## config.mk

```make
export PLATFORM = sky130hd
export DESIGN_NAME = sb_reg_initiator
export DESIGN_NICKNAME = d
export VERILOG_FILES = /design/src/rtl/sb_reg_initiator.sv
export SDC_FILE = /design/constraint.sdc
export NUM_CORES = 1
export LEC_CHECK = 0
export CORE_MARGIN = 10
export CORE_UTILIZATION = 48
export CTS_BUF_LIST = sky130_fd_sc_hd__clkbuf_16
export CTS_CLUSTER_DIAMETER = 80
export DETAILED_ROUTE_END_ITERATION = 12
export PLACE_DENSITY = 0.88
export SLEW_MARGIN = 20
export SYNTH_ARGS = -nofsm -noshare
export SYNTH_HDL_FRONTEND = slang
export SYNTH_SLANG_ARGS = --single-unit
```

## constraint.sdc

```tcl
create_clock -name sb_clk -period 3.8 [get_ports sb_clk]
set_input_delay 0.76 -clock sb_clk [delete_from_list [all_inputs] [get_ports sb_clk]]
set_output_delay 0.76 -clock sb_clk [all_outputs]
set_load 0.1 [all_outputs]
```

## src/rtl/sb_reg_initiator.sv

```systemverilog
// Sideband register-access initiator: turns valid/ready read and 1-3 byte write
// requests into sb_registers bus cycles. Optional range check: SB_INIT_RANGE_CHECK_EN.
module sb_reg_initiator #(
  parameter int MAX_ADDR = 156
) (
  input  logic        sb_clk,
  input  logic        rst,
  input  logic        req_valid,
  output logic        req_ready,
  input  logic        req_write,
  input  logic [7:0]  req_addr,
  input  logic [1:0]  req_len,
  input  logic [23:0] req_wdata,
  output logic        rsp_valid,
  output logic [23:0] rsp_rdata,
  output logic        rsp_err,
  output logic        busy,
  output logic        s_read_o_s_write_0,
  output logic [7:0]  s_address_o,
  output logic [7:0]  s_data_o,
  input  logic [23:0] sb_read
);

`ifdef SB_INIT_RANGE_CHECK_EN
  localparam bit RANGE_EN = 1'b1;
`else
  localparam bit RANGE_EN = 1'b0;
`endif
  localparam logic [8:0] MAX9 = 9'(MAX_ADDR);

  typedef enum logic [2:0] {IDLE, WRITE, RD_ISSUE, RD_WAIT, RESP} state_t;

  state_t      state_q, state_d;
  logic [1:0]  len_q;
  logic [23:0] wdata_q;
  logic [1:0]  k_q, k_d;
  logic        rdy_q, rdy_d;
  logic        wr_n_d, rsp_valid_d, rsp_err_d, busy_d;
  logic [7:0]  addr_d, data_d;
  logic [23:0] rdata_d;

  logic        accept, wr_bad, rd_bad, last_byte;
  logic [8:0]  wr_end;

  function automatic logic [7:0] wbyte(input logic [23:0] w, input logic [1:0] i);
    case (i)
      2'd0:    wbyte = w[7:0];
      2'd1:    wbyte = w[15:8];
      default: wbyte = w[23:16];
    endcase
  endfunction

  // The registered ready is masked while rst is high so nothing is taken during reset
  assign req_ready = rdy_q && !rst;
  assign accept    = req_valid && req_ready;
  assign wr_end    = {1'b0, req_addr} + {7'd0, req_len} - 9'd1;
  assign wr_bad    = (req_len == 2'd0) || (RANGE_EN && (wr_end > MAX9));
  assign rd_bad    = RANGE_EN && ({1'b0, req_addr} > MAX9);
  assign last_byte = (k_q == len_q - 2'd1);

  always_comb begin
    state_d = state_q;
    case (state_q)
      IDLE: begin
        if (accept) begin
          if (req_write) state_d = wr_bad ? RESP : WRITE;
          else           state_d = rd_bad ? RESP : RD_ISSUE;
        end
      end
      WRITE:    state_d = last_byte ? RESP : WRITE;
      RD_ISSUE: state_d = RD_WAIT;
      RD_WAIT:  state_d = RESP;
      RESP:     state_d = IDLE;
      default:  state_d = IDLE;
    endcase
  end

  // Next values for the output registers, so every port reflects the state it enters
  always_comb begin
    k_d         = k_q;
    wr_n_d      = 1'b1;
    addr_d      = s_address_o;
    data_d      = s_data_o;
    rdata_d     = rsp_rdata;
    rsp_valid_d = (state_d == RESP);
    rsp_err_d   = 1'b0;
    rdy_d       = (state_d == IDLE);
    busy_d      = (state_d != IDLE);
    case (state_q)
      IDLE: begin
        if (accept) begin
          if (req_write && !wr_bad) begin
            wr_n_d = 1'b0;
            addr_d = req_addr;
            data_d = req_wdata[7:0];
            k_d    = 2'd0;
          end else if (!req_write && !rd_bad) begin
            addr_d = req_addr;
          end else begin
            rsp_err_d = 1'b1;
          end
        end
      end
      WRITE: begin
        if (!last_byte) begin
          k_d    = k_q + 2'd1;
          wr_n_d = 1'b0;
          addr_d = s_address_o + 8'd1;
          data_d = wbyte(wdata_q, k_q + 2'd1);
        end
      end
      RD_WAIT: rdata_d = sb_read;
      default: ;
    endcase
  end

  always_ff @(posedge sb_clk) begin
    if (rst) begin
      state_q            <= IDLE;
      k_q                <= 2'd0;
      rdy_q              <= 1'b1;
      s_read_o_s_write_0 <= 1'b1;
      s_address_o        <= 8'd0;
      s_data_o           <= 8'd0;
      rsp_valid          <= 1'b0;
      rsp_rdata          <= 24'd0;
      rsp_err            <= 1'b0;
      busy               <= 1'b0;
    end else begin
      state_q            <= state_d;
      k_q                <= k_d;
      rdy_q              <= rdy_d;
      s_read_o_s_write_0 <= wr_n_d;
      s_address_o        <= addr_d;
      s_data_o           <= data_d;
      rsp_valid          <= rsp_valid_d;
      rsp_rdata          <= rdata_d;
      rsp_err            <= rsp_err_d;
      busy               <= busy_d;
    end
  end

  always_ff @(posedge sb_clk) begin
    if (accept) begin
      len_q   <= req_len;
      wdata_q <= req_wdata;
    end
  end

endmodule

```

## Word-level counts from Yosys, hierarchy flattened

Index checks and enable logic that the tools add are counted.

| storage, ports and cells | value |
|---|---|
| register bits after elaboration | 76 |
| latch bits | 0 |
| RAM bits | 0 |
| memory bits (read-only) | 0 |
| word-level logic and storage cells | 65 |
| memories kept | 0 |

| operators by class | value |
|---|---|
| add/subtract/negate cells | 3 |
| multipliers | 0 |
| divide/modulo/power cells | 0 |
| order comparisons | 0 |
| eq/ne operators | 10 |
| shift operators | 0 |
| multiplexer cells | 24 |
| bitwise operators | 2 |
| reduce and logical (&&, ||, !) cells | 14 |

Operators by type and width:

| cell | number |
|---|---|
| 8-bit two-way mux | 7 |
| 8-bit one-hot mux with 2 select lines | 3 |
| 3-bit two-way mux | 4 |
| 3-bit one-hot mux with 4 select lines | 1 |
| 8-bit by 1-bit adder with 8-bit output, second input constant | 1 |
| 4-bit AND reduction | 2 |
| 3-bit by 2-bit == test with 1-bit output, second input constant | 2 |
| 3-bit zero test | 2 |
| 2-bit two-way mux | 3 |
| 2-bit != test, second input constant | 3 |
| 2-bit zero test | 2 |
| 1-bit two-way mux | 4 |
| 2-bit one-hot mux with 2 select lines | 1 |
| 4-bit OR reduction | 1 |
| 3-bit by 1-bit == test with 1-bit output, second input constant | 1 |
| 3-bit == test, second input constant | 1 |
| 1-bit logical AND | 3 |
| 3-bit != test, second input constant | 1 |
| 3-bit nonzero test | 1 |
| 2-bit by 1-bit adder with 2-bit output, second input constant | 1 |
| 2-bit by 1-bit == test with 1-bit output, second input constant | 1 |
| 2-bit == test | 1 |
| 1-bit zero test | 2 |
| 1-bit NOT | 2 |
| other kinds (3) | 3 |

## Logic depth before layout (Yosys ltp)

Gate-level depths: netlist of the first run.

| depth | value |
|---|---|
| word-level depth | 6 |
| mapped depth | 8 |
| depth with buffers taken out | 6 |

## Least setup slack after synthesis of the first run

Ideal clock, no wire load.

| timing path | value |
|---|---|
| path kind | in2out |
| from | input rst |
| to | output req_ready |
| arrival | 2.297 ns |
| required time | 3.040 ns |
| slack | 0.743 ns |
| cell stages on the path | 2 |
| path buffers | 1 |
| cell sequence | clkbuf_1 -> nor2b_1 |

| between the ends | value |
|---|---|
| word-level cells in the longest chain between the ends | 2 |

Ends and longest elaborated chain:

| what | line | text |
|---|---|---|
| from (decl) | 7 | `input logic rst,` |
| 1-bit zero test | 54 | `assign req_ready = rdy_q && !rst;` |
| 1-bit logical AND | 54 |  |
| to (decl) | 9 | `output logic req_ready,` |

Every way passes these cells.

## Worst setup path after layout of the first run

| timing path | value |
|---|---|
| from | register s_address_o[5] |
| to | output s_address_o[5] |

RTL lines:

| what | line | text |
|---|---|---|
| from (decl) | 19 | `output logic [7:0] s_address_o,` |
| from (signal assigned) | 134 | `s_address_o <= addr_d;` |

No word-level cell between the ends.

==> results of run 1 <==
layout by cell type, fill, tap and decap left out, types with 2 or more instances in the layout:
cell and instances:
a21oi_1 33, a22oi_1 9, a311oi_1 9, a31oi_1 2, and3_1 4, buf_4 2
clkbuf_16 11, clkdlybuf4s50_1 104, dfxtp_1 50, edfxtp_1 26, ha_1 3, inv_1 6
nand2_1 89, nand2b_1 3, nand3_1 2, nand3b_1 2, nor2_1 19, nor3_1 2
o21a_1 4, o21ai_0 17
registers in the layout, indices dropped and copies added, names as in the netlist:
name                count
busy                    1
k_q                     2
len_q                   2
rdy_q                   1
rsp_err                 1
rsp_rdata              24
rsp_valid               1
s_address_o             8
s_data_o                8
s_read_o_s_write_0      1
state_q                 3
wdata_q                24
final timing paths:
path | endpoint | startpoint | slack (ps) | cells past startpoint
max | s_address_o[5] | s_address_o[5]$_SDFFE_PP0P_ | 1080 | 1
min | rsp_rdata[14]$_SDFFE_PP0N_ | rsp_rdata[14]$_SDFFE_PP0N_ | 450 | 2
max reg2reg | s_data_o[1]$_SDFFE_PP0P_ | state_q[0]$_SDFF_PP0_ | 1530 | 4
min reg2reg | rsp_rdata[14]$_SDFFE_PP0N_ | rsp_rdata[14]$_SDFFE_PP0N_ | 450 | 2
final cells by class:
| class | count | share of cell area |
|---|---|---|
| flip-flops and latches | 76 | 0.401 |
| multi-input cells | 220 | 0.267 |
| repair buffers | 107 | 0.239 |
| clock buffers | 11 | 0.0620 |
| well taps | 77 | 0.0217 |
| clock inverters | 5 | 0.00563 |
| inverters | 4 | 0.00338 |
kinds of logic after synthesis:
family / after synthesis
adders and majority gates: 3
DFF: 76
xor gates and xnor gates: 1
AOI/OAI and AO/OA: 81
muxes: 2
buffers and inverters: 24
and+or+nand+nor: 133
report_power, final:
group	internal, mW	switching (mW)
logic	0.147	0.291
clock network	0.514	0.311
registers	0.887	0.0300
total	1.55	0.632
cell usage after synthesis (2+ instances only):
master and number:
a21oi_1 33, ha_1 3, buf_2 2, edfxtp_1 26, a31oi_1 2, o21ai_0 17, o21a_1 4, dfxtp_1 50
nand3_1 2, buf_6 2, inv_1 4, nand2_1 89, nor3b_1 2, nand3b_1 2, and3_1 4, a22oi_1 9
clkbuf_1 15, nand2b_1 3, a311oi_1 9, nor2_1 19, nor3_1 2
per-stage QoR:
step	hold WS [ps]	setup WS [ps]
after global placement	442	1240
final	449	1080
after global routing	466	1030
after detailed placement	447	1210
after CTS	455	1070
after floorplan	535	743
per-layer routing:
metal  vias to the layer above  global-route usage
met3                        16              0.0536
met1                      1260               0.181
li1                       1314                   -
met4                         0              0.0848
met5                         -                   0
met2                       106               0.289
==> impl_metrics.json, run 1 <==
{
  "status": "finished clean",
  "wire_per_inst_um": 17.0,
  "rsz0062_at_grt": "no",
  "core_um2": 6280,
  "clk_pin_slew_ps": 50,
  "via_per_inst": 5.39,
  "p_per_area_nw_per_um2": 491,
  "dp_hpwl_um": 6070,
  "dr_wl_met2_um": 4320,
  "fp.dieArea_um2": 10000,
  "yosysWarnings": 0,
  "n_fill_cell": 457,
  "synth_edf_count": 26,
  "ys_seq_elements": 76,
  "gp_congestion": 0.792,
  "critPathMaxStageDelay_ps": 1190,
  "place.port_buffers": 106,
  "synthArstFlopShare": 0,
  "cts_root_buffer": "clkbuf_16",
  "period_minus_slack_ps": 2720,
  "final-seq-area_um2": 1780,
  "synth.net_count": 385,
  "start_kind": "flop",
  "arrival_ps": 1960,
  "seq_area_frac_synth": 0.580,
  "ioPinCount": 107,
  "fin_skew_ps": 7.82,
  "synth_top_area_share": 0.326,
  "wl_met3_um": 658,
  "yosysTopAreaCell": "dfxtp_1",
  "hold_violations": 0,
  "vias": 2696,
  "syn_inst": 320,
  "post-route-util": 0.708,
  "post-cts-setup-buffer-count": 0,
  "wirelength_um": 8520,
  "ctsResizeCount": 0,
  "slowest_stage": "clkdlybuf4s50_1",
  "finalNetCount": 483,
  "worst_pin_slew_ps": 1060,
  "crit_path_cell_trace": "clkdlybuf4s50_1",
  "overflow": 0,
  "yosys.area_share.adder": 0.0122,
  "syn-cell-area_um2": 3070,
  "finalSetupViolations": 0,
  "hold_path.class": "reg2reg",
  "highest_layer": "met4",
  "remaining_drc_errors": 0,
  "final_layout_size_suffix_gt1_frac": 0.0662,
  "vdd_ir_drop_max_v": 0.000363,
  "dpl_cell_area_um2": 4140,
  "crit_fanout": 7,
  "synth_compound_area_frac": 0.171,
  "synthDistinctLibCells": 42,
  "clk_latency_ps": 330,
  "drt_iter0_drc": 182,
  "slew_headroom": 0.297,
  "drv_cap": 0,
  "cts_tree": "done",
  "crit_type": "reg2out",
  "die_width_um": 100,
  "multi_input_area_um2": 1190,
  "fmax_ghz": 0.368,
  "finalInstanceArea_um2": 4440,
  "ant_nets": 0,
  "yosys-mux-area-fraction": 0.00774,
  "initial_core_util": 0.489,
  "postCtsHoldBufs": 0,
  "track_usage": 0.168,
  "fin_setup_tns_ps": 0,
  "timing.final.max_slew_violations": 0,
  "grt_pass1_vias": 2828,
  "synthFlopType": "dfxtp_1",
  "synth_area_leaders": "dfxtp_1 33%, edfxtp_1 25%, nand2_1 11%",
  "final_cells": 500,
  "ctsLongestPathBuffers": 2,
  "cts_max_level": 3,
  "synth_top_family_by_area": "simple AND/OR/NAND/NOR gates",
  "critical_path.top_delay_family": "buffers and inverters",
  "required_ps": 3040,
  "clkSinkCount": 76,
  "synth-simple-area-share": 0.191,
  "diodes": 0,
  "layout_worst_path_cycle_share": 0.716,
  "antenna_found_initial": 0,
  "yosys.area_share.xor_xnor": 0.00285,
  "areaGrowthSynthToFinish_pct": 44.6,
  "first_pass_iters": 5,
  "die_y_um": 100,
  "leakagePower_nw": 1.56,
  "critPathBufInv": 1,
  "cts-buffers-inserted": 9,
  "drt-met1-wl_um": 3310,
  "row_count": 29,
  "syn_avg_cell_area_um2": 9.60,
  "dp_cells": 484,
  "grt_pass1_wl_um": 13600,
  "totalPowerFinal_mw": 2.18,
  "crit_path_end_kind": "output port",
  "grt_max_degree": 48
}
Power figures use the tool's default switching activity.
==> run 2: changes to the inputs <==
--- a/config.mk
+++ b/config.mk
@@ -6,11 +6,11 @@
 export NUM_CORES = 1
 export LEC_CHECK = 0
 export CORE_MARGIN = 10
-export CORE_UTILIZATION = 48
+export CORE_UTILIZATION = 40
 export CTS_BUF_LIST = sky130_fd_sc_hd__clkbuf_16
 export CTS_CLUSTER_DIAMETER = 80
 export DETAILED_ROUTE_END_ITERATION = 12
-export PLACE_DENSITY = 0.88
+export PLACE_DENSITY = 0.79
 export SLEW_MARGIN = 20
 export SYNTH_ARGS = -nofsm -noshare
 export SYNTH_HDL_FRONTEND = slang
==> constraint.sdc (replaced) <==
create_clock -name sb_clk -period 2.5 [get_ports sb_clk]
set_input_delay 0.5 -clock sb_clk [delete_from_list [all_inputs] [get_ports sb_clk]]
set_output_delay 0.5 -clock sb_clk [all_outputs]
set_load 0.1 [all_outputs]
==> run 2 against run 1 <==
  * Design area fell by 1.4%
  * Critical path depth grew 4
  * Global-route usage fell by 2.8 points
  * First-iteration DRC count fell by 19%
  * Sequential cell count unchanged
  * Power increased by 48%
  * Cell count grew 5.2%
  * Sequential share of layout area is 0.57 points higher
  * Core utilization fell by 11 points
  * Sequential power increased by 52%
  * Clock power rose by 43%
==> impl_metrics.json, run 2 (synthesis gave the netlist of run 1 again) <==
{
  "track_usage": 0.140,
  "ctsResizeCount": 0,
  "hold_path.class": "reg2reg",
  "finalNetCount": 487,
  "wirelength_um": 8200,
  "core_um2": 7370,
  "first_pass_iters": 4,
  "drt_iter0_drc": 148,
  "remaining_drc_errors": 0,
  "period_minus_slack_ps": 2050,
  "crit_type": "reg2reg",
  "post-cts-setup-buffer-count": 0,
  "die_width_um": 108,
  "cts-buffers-inserted": 9,
  "startpoint": "state_q[0]$_SDFF_PP0_",
  "slew_headroom": 0.391,
  "n_fill_cell": 616,
  "dp_cells": 510,
  "largestRegisters": "rsp_rdata: 24 flops, wdata_q: 24 flops",
  "reg2reg_to": "s_address_o[7]$_SDFFE_PP0P_",
  "cts_root_buffer": "clkbuf_16",
  "final_common_cell": "nand2_1",
  "diodes": 0,
  "whs_path_depth": 2,
  "required_ps": 2680,
  "initial_core_util": 0.417,
  "final_layout_size_suffix_gt1_frac": 0.185,
  "place.port_buffers": 106,
  "cts_max_level": 3,
  "reg2regPathDepth": 5,
  "timing.final.max_slew_violations": 0,
  "antenna_found_initial": 0,
  "arrival_ps": 2240,
  "clkSinkCount": 76,
  "wire_per_inst_um": 15.6,
  "postCtsHoldBufs": 0,
  "fin_setup_tns_ps": 0,
  "clk_latency_ps": 330,
  "worst_hold_slack_ps": 453,
  "overflow": 0,
  "grt_pass1_vias": 2621,
  "die_y_um": 108,
  "p_int_mw": 2.24,
  "mostFrequentLayoutCells": "89 x nand2_1, 60 x clkdlybuf4s50_1, 50 x dfxtp_1, 49 x buf_4, 33 x a21oi_1",
  "finalSetupViolations": 0,
  "holdPathEnd": "rsp_rdata[8]$_SDFFE_PP0N_",
  "dpl_cell_area_um2": 4100,
  "dp_hpwl_um": 5940,
  "power_frac_clock": 0.364,
  "rsz0062_at_grt": "no",
  "grt_pass1_wl_um": 13000,
  "gp_congestion": 0.788,
  "hold_violations": 0,
  "leakagePower_nw": 1.65,
  "ioPinCount": 107,
  "final_cells": 526,
  "worst_pin_slew_ps": 911,
  "clk_pin_slew_ps": 60,
  "r2r_setup_slack_ps": 450,
  "fp.dieArea_um2": 11600,
  "crit_path_end_kind": "flop",
  "status": "finished clean",
  "comb_power_share": 0.205,
  "vias": 2618,
  "start_kind": "flop",
  "ant_nets": 0,
  "pwr-share-seq": 0.430,
  "swShare": 0.306,
  "crit_fanout": 18,
  "p_per_area_nw_per_um2": 739,
  "r2r_start": "state_q[0]$_SDFF_PP0_",
  "cts_tree": "done",
  "layout_worst_path_cycle_share": 0.821,
  "finalInstanceArea_um2": 4380,
  "drv_cap": 0,
  "fmax_ghz": 0.487,
  "areaGrowthSynthToFinish_pct": 42.6,
  "switching_power_mw": 0.991,
  "grt_max_degree": 49,
  "fin_skew_ps": 7.03,
  "min_from": "rsp_rdata[8]$_SDFFE_PP0N_",
  "row_count": 31,
  "via_per_inst": 4.98,
  "vdd_ir_drop_max_v": 0.000383,
  "ctsLongestPathBuffers": 2
}
[run 2: cell count changes in the layout (fill, tap and decap cells not counted), sizes merged]
cell           change
buf               +48
clkdlybuf4s50     -44
clkbuf             -2
clkinvlp           +2
[run 2: power by group through the flow]
stage,Sequential (mW),Clock (mW),Combinational (mW)
after CTS,1.39,1.21,0.669
after global placement,1.41,0,0.657
after floorplan,1.65,0,0.211
final,1.39,1.18,0.665
after global routing,1.40,1.27,0.708
after detailed placement,1.42,0,0.666
[run 2: worst max-delay path by stage]
stage | depth (start not counted) | slack (ps) | to
after global placement | 6 | 200 | s_address_o[2]$_SDFFE_PP0P_
after global routing | 5 | 320 | s_address_o[7]$_SDFFE_PP0P_
after detailed placement | 6 | 140 | s_address_o[2]$_SDFFE_PP0P_
after floorplan | 6 | 460 | s_address_o[6]$_SDFFE_PP0P_
final | 5 | 450 | s_address_o[7]$_SDFFE_PP0P_
after CTS | 5 | 470 | s_address_o[7]$_SDFFE_PP0P_
[run 2: routing by layer]
metal	up-vias	part of all wire	track usage	routed length (um)
met5	-	0	0	0
met4	0	0.014	0.0544	117
met3	9	0.061	0.0491	499
met2	68	0.51	0.228	4190
met1	1221	0.41	0.164	3390
li1	1320	-	-	-
[run 2: cell type report]
| cell class | count | area [um2] | share of cell area |
|---|---|---|---|
| timing repair buffer | 111 | 993 | 0.227 |
| sequential | 76 | 1780 | 0.407 |
| clock buffer | 9 | 225 | 0.0514 |
| multi-input combinational | 220 | 1190 | 0.272 |
| tap | 99 | 124 | 0.0283 |
| clock inverter | 7 | 50.0 | 0.0114 |
| inverter | 4 | 15.0 | 0.00343 |
[run 2: metrics by stage]
stage	setup slack, ps	util	power (mW)
6_report	447	0.594	3.23
5_1_grt	325	0.594	3.37
4_1_cts	469	0.594	3.27
3_5_place_dp	143	0.557	2.08
3_3_place_gp	199	0.557	2.07
2_1_floorplan	465	-	1.87
[run 2: critical path, stage by stage (launching register included)]
cell	delay (ps)
dfxtp_1	410
or3b_1	630
buf_4	310
o21a_1	260
o21ai_0	210
a21oi_1	90
